[src/rtl/axis_pack_fifo.sv]
// -----------------------------------------------------------------------------
// axis_pack_fifo
//
// Packs RATIO narrow AXI-Stream beats (IN_W bits each) into one OUT_W-bit word
// and stores completed words in a DEPTH-entry FIFO in front of the master
// port. An upstream tlast closes the current word early: unfilled lanes are
// zero and tkeep marks only the filled lanes. Output tlast is also raised on
// every PKT_LEN-th word since the previous tlast word (PKT_LEN = 0 disables
// this count-based tlast).
//
// Ports
//   clk            clock, all state on the rising edge
//   rst_n          asynchronous reset, ACTIVE HIGH
//   s_axis_tvalid  upstream beat valid
//   s_axis_tdata   upstream beat data (IN_W bits)
//   s_axis_tlast   upstream end of packet; flushes the partial word
//   s_axis_tready  beat accepted when high together with s_axis_tvalid
//   m_axis_tvalid  output word valid (FIFO not empty)
//   m_axis_tdata   packed word, lane 0 at the LSBs (IN_W*RATIO bits)
//   m_axis_tkeep   one bit per filled lane
//   m_axis_tlast   last word of packet
//   m_axis_tready  downstream accepts word
//   count          number of stored output words
// -----------------------------------------------------------------------------
module axis_pack_fifo #(
    parameter int IN_W    = 8,
    parameter int RATIO   = 4,
    parameter int DEPTH   = 8,
    parameter int PKT_LEN = 8
) (
    input  logic                       clk,
    input  logic                       rst_n,
    input  logic                       s_axis_tvalid,
    input  logic [IN_W-1:0]            s_axis_tdata,
    input  logic                       s_axis_tlast,
    output logic                       s_axis_tready,
    output logic                       m_axis_tvalid,
    output logic [IN_W*RATIO-1:0]      m_axis_tdata,
    output logic [RATIO-1:0]           m_axis_tkeep,
    output logic                       m_axis_tlast,
    input  logic                       m_axis_tready,
    output logic [$clog2(DEPTH+1)-1:0] count
);

    localparam int OUT_W    = IN_W * RATIO;
    localparam int AW       = $clog2(DEPTH);
    localparam int CW       = $clog2(DEPTH + 1);
    localparam int LW       = (RATIO > 1) ? $clog2(RATIO) : 1;
    localparam int PW       = (PKT_LEN > 1) ? $clog2(PKT_LEN) : 1;
    localparam int PKT_LAST = (PKT_LEN > 0) ? PKT_LEN - 1 : 0;

    // packer state
    logic [LW-1:0]    lane_q;
    logic [OUT_W-1:0] part_q;
    logic [PW-1:0]    pkt_q;

    // fifo state
    logic [AW-1:0]    wr_ptr;
    logic [AW-1:0]    rd_ptr;
    logic [CW-1:0]    count_q;
    logic             run_q;

    logic [OUT_W-1:0] mem_data [DEPTH];
    logic [RATIO-1:0] mem_keep [DEPTH];
    logic             mem_last [DEPTH];

    logic             s_hs;
    logic             m_hs;
    logic             push;
    logic             lane_full;
    logic             pkt_hit;
    logic             word_last;
    logic [OUT_W-1:0] word;
    logic [RATIO-1:0] word_keep;

    // Ready is built from registers only. run_q keeps it low while reset is
    // held and releases it on the first clock edge after reset drops.
    assign s_axis_tready = run_q && (count_q < CW'(DEPTH));
    assign m_axis_tvalid = (count_q != '0);

    assign s_hs      = s_axis_tvalid && s_axis_tready;
    assign m_hs      = m_axis_tvalid && m_axis_tready;
    assign lane_full = (lane_q == LW'(RATIO - 1));
    assign push      = s_hs && (lane_full || s_axis_tlast);
    assign pkt_hit   = (PKT_LEN > 0) && (pkt_q == PW'(PKT_LAST));
    assign word_last = s_axis_tlast || pkt_hit;

    // Completed word: lanes already collected plus the current beat. Lanes
    // above the current one are still zero because part_q is cleared on
    // every push, which gives the zero padding for a tlast flush.
    always_comb begin
        word = part_q;
        word[lane_q*IN_W +: IN_W] = s_axis_tdata;
        word_keep = '0;
        for (int i = 0; i < RATIO; i++) begin
            word_keep[i] = (LW'(i) <= lane_q);
        end
    end

    always_ff @(posedge clk or posedge rst_n) begin
        if (rst_n) begin
            lane_q  <= '0;
            part_q  <= '0;
            pkt_q   <= '0;
            wr_ptr  <= '0;
            rd_ptr  <= '0;
            count_q <= '0;
            run_q   <= 1'b0;
        end else begin
            run_q <= 1'b1;

            if (s_hs) begin
                if (push) begin
                    lane_q <= '0;
                    part_q <= '0;
                end else begin
                    lane_q <= lane_q + LW'(1);
                    part_q <= word;
                end
            end

            if (push) begin
                // DEPTH is a power of two, so natural wrap is modulo DEPTH
                wr_ptr <= wr_ptr + AW'(1);
                pkt_q  <= word_last ? '0 : pkt_q + PW'(1);
            end

            if (m_hs) begin
                rd_ptr <= rd_ptr + AW'(1);
            end

            case ({push, m_hs})
                2'b10:   count_q <= count_q + CW'(1);
                2'b01:   count_q <= count_q - CW'(1);
                default: count_q <= count_q;
            endcase
        end
    end

    // Storage needs no reset: the outputs below are masked while empty, and
    // pointers/count are cleared, so stale entries are never presented.
    always_ff @(posedge clk) begin
        if (push) begin
            mem_data[wr_ptr] <= word;
            mem_keep[wr_ptr] <= word_keep;
            mem_last[wr_ptr] <= word_last;
        end
    end

    assign m_axis_tdata = m_axis_tvalid ? mem_data[rd_ptr] : '0;
    assign m_axis_tkeep = m_axis_tvalid ? mem_keep[rd_ptr] : '0;
    assign m_axis_tlast = m_axis_tvalid ? mem_last[rd_ptr] : 1'b0;
    assign count        = count_q;

endmodule

[config.mk]
export PLATFORM = sky130hd
export DESIGN_NAME = axis_pack_fifo
export DESIGN_NICKNAME = d
export VERILOG_FILES = /design/src/rtl/axis_pack_fifo.sv
export SDC_FILE = /design/constraint.sdc
export NUM_CORES = 1
export LEC_CHECK = 0
export CAP_MARGIN = 5
export CORE_MARGIN = 5
export CORE_UTILIZATION = 42
export DETAILED_ROUTE_END_ITERATION = 8
export DONT_BUFFER_PORTS = 1
export GPL_ROUTABILITY_DRIVEN = 0
export MAX_ROUTING_LAYER = met4
export PLACE_DENSITY = 0.61
export RECOVER_POWER = 50
export SYNTH_ARGS = -nofsm -noshare
export SYNTH_HDL_FRONTEND = slang
export SYNTH_SLANG_ARGS = --single-unit
[constraint.sdc]
create_clock -name clk -period 6.26 [get_ports clk]
set_input_delay 1.565 -clock clk [delete_from_list [all_inputs] [get_ports clk]]
set_output_delay 1.565 -clock clk [all_outputs]
set_load 0.05 [all_outputs]
==> impl_metrics.yaml <==
yosys:
  yosys.area_share.simple_pct: 2.85
  yosysTopAreaCell: "edfxtp_1"
  synth.top_cell.area_share_pct: 64.3
  synth_xor_area_share_pct: 0.456
  syn-num-nets: 730
  synth.most_common_cell: "edfxtp_1"
  synth_area_leaders: "edfxtp_1 (64%), mux4_2 (12%), dfrtp_1 (8.9%), a22o_1 (4.6%), ha_1 (1.3%)"
  synth_top_family_by_area: "multiplexers"
  yosys_register_bits: 336
  syn_area_per_cell_um2: 19.1
  synth_cell_types: 45
  synth_fa_ha_area_share_pct: 1.30
  async_reset_ff_share_pct: 14.3
  muxShareOfSynthArea_pct: 12.4
  synth_edf_count: 288
  netlist_top_cells_count: "edfxtp_1 (288), mux4_2 (72), a22o_1 (70)"
  synth-compound-area-share_pct: 6.69
  seq_area_frac_synth_pct: 73.3
  synthCells: 703
  synth_area_um2: 13400
  yosys_warnings: 0
  ys.flop_type: "edfxtp_1"
clock_network:
  htreeDepth: 2
  clock_latency_ns: 0.51
  cts-buffers-inserted: 36
  cts_setup_buffers: 0
  clkSinkCount: 336
  post_cts_resized: 0
  clockBufferDepth: 3
  cts_tree: "built"
  path_clk_slew_ns: 0.05
  clk_root_buffer_cell: "clkbuf_16"
  cts_hold_buf: 0
floorplan:
  start_util_pct: 42.6
  die_h_um: 189
  die_area_um2: 35700
  die_w_um: 189
  row_count: 65
  core-area_um2: 31600
  io_pins: 56
sta:
  slew_violations: 49
  tightest_slew_ns: 1.84
  finalWorstPathRequiredPeriod_ns: 5.06
  rsz0062_at_grt: "no"
  skew_ns: 0.0142
  fin_crit_sh_pct: 80.9
  setup_ws_ns: 1.20
  setup_tns_ns: 0
  relSlewSlack_pct: -22.6
  hold_viol_final: 0
  setup_viol: 0
  timing.fmax_mhz: 197
global_routing:
  grt-ovfl-total: 0
  grt_antenna_before_repair: 0
  grt_max_degree: 51
  track_usage_pct: 16.0
  grt_pass1_vias: 7040
  grt_pass1_wl_um: 42200
finish:
  regArea_um2: 9850
  multiInputGateArea_um2: 3220
  area_growth_pct: 11.5
  num_antenna_cells: 0
  num-fill-cells: 2614
  final_nets: 735
  fin_util_pct: 47.5
  layout-drive-gt1-share_pct: 21.7
routing:
  drtPass1Iterations: 5
  vias: 6510
  wire_per_inst_um: 24.4
  via_per_inst: 5.72
  drt_wl_total_um: 27700
  post-route-drc-count: 0
  ant_nets: 0
  drtIter0Drc: 488
outcome:
  status: "finished with violations"
  violations: "max-capacitance violations, max-slew violations"
flow_run:
  cap_violations: 1
setup_path:
  setup.worst_path.end_class: "output port"
  path_buf_inv: 0
  slowest_delay_ns: 0.96
  crit_path_top_delay_cell: "nor2b_4"
  critPathTopFamily: "simple AND/OR/NAND/NOR gates"
  cp_max_fo: 36
  critPathKind: "flop to output port"
  crit_required_ns: 4.70
  worstPathCellList: "or4_1 -> nor2b_4 -> a22o_1"
  cp.arrival_ns: 3.50
  crit_path_start_kind: "flop"
power_and_ir_drop:
  p_leak_nw: 5.00
  ir_worst_vdd_uv: 478
  pwr_density_cell_nw_per_um2: 489
place:
  hpwl_um: 16600
  io_buffers: 0
  dp_slack_ns: 1.80
worst_hold_path:
  hp-class: "flop to flop"
-- final timing paths --
path / from / endpoint / slack, ns / depth (start not counted)
worst max-delay path: count[1] / m_axis_tdata[17] / 1.20 / 3
worst min register to register: part_q[9] / part_q[9] / 0.50 / 1
worst min-delay path: part_q[9] / part_q[9] / 0.50 / 1
worst max register to register: count[3] / mem_data[2][9] / 2.73 / 4
max in group asynchronous: rst_n / rd_ptr[0] / 3.42 / 1
min in group asynchronous: rst_n / rd_ptr[2] / 1.54 / 1
-- per-stage QoR --
stage          total power [W]  cells  cell area, um2  hold slack, ns
6_report               0.00733   1138           15000           0.502
5_1_grt                0.00767   1138           15000           0.509
4_1_cts                0.00745   1137           15000           0.503
3_5_place_dp           0.00539   1071           13800           0.485
3_3_place_gp           0.00533   1071           13800           0.481
2_1_floorplan          0.00498    703           13400           0.457
-- worst reg2reg max path, cell delays in order, from the launching register on --
cell and delay, ns:
dfrtp_1 0.63, and3b_1 0.67, nand2_1 0.41, nor3_2 1.08, buf_4 0.42
-- logic make-up after synthesis --
family	Yosys count
simple gates	70
buf+inv	81
flops	336
other cells	1
xor+xnor	7
mux	76
compound gates	118
fa+ha+maj	14
-- power breakdown --
group / internal, W / leakage, nW / total, W / switching (W)
logic: 0.000762 / 1.19 / 0.00235 / 0.00159
clock network: 0.00123 / 0.573 / 0.00205 / 0.000812
registers: 0.00268 / 3.23 / 0.00294 / 0.000258
total: 0.00467 / 5.00 / 0.00733 / 0.00266
-- metal layers --
metal / share of wire (%) / global-route usage (%) / wire [um] / vias up
met5: 0 / - / 0 / -
met4: 1.5 / 3.70 / 420 / 0
li1: - / - / - / 2839
met2: 50 / 26.0 / 13900 / 181
met3: 5.3 / 2.73 / 1470 / 39
met1: 43 / 21.6 / 12000 / 3451
-- cells in the final DEF, fill, tap and decap left out, types with 4 or more instances in the layout --
cell       count
clkbuf_16     38
dfrtp_1       46
xnor2_1        6
clkinv_1       6
a22o_2         6
clkbuf_1      12
and3_1         4
o21ai_0       35
clkinv_2       6
edfxtp_1     288
buf_4         12
mux4_2        72
inv_1         31
nand3_1        6
nand2_1       29
a22o_1        70
ha_1          14
-- state kept, by name, indices dropped and copies added, names as in the netlist --
name and count:
count 4, part_q 32, wr_ptr 3, mem_last 8, pkt_q 3, mem_keep 24, mem_data 256, run_q 1
lane_q 2, rd_ptr 3
-- layout make-up --
class / count / area share, %
Multi-Input combinational cell: 286 / 21.5
Inverter: 32 / 0.801
Clock inverter: 16 / 0.960
Sequential cell: 336 / 65.7
Tap cell: 402 / 3.36
Timing Repair Buffer: 16 / 0.810
Clock buffer: 50 / 6.84
(Power assumes the default switching activity.)
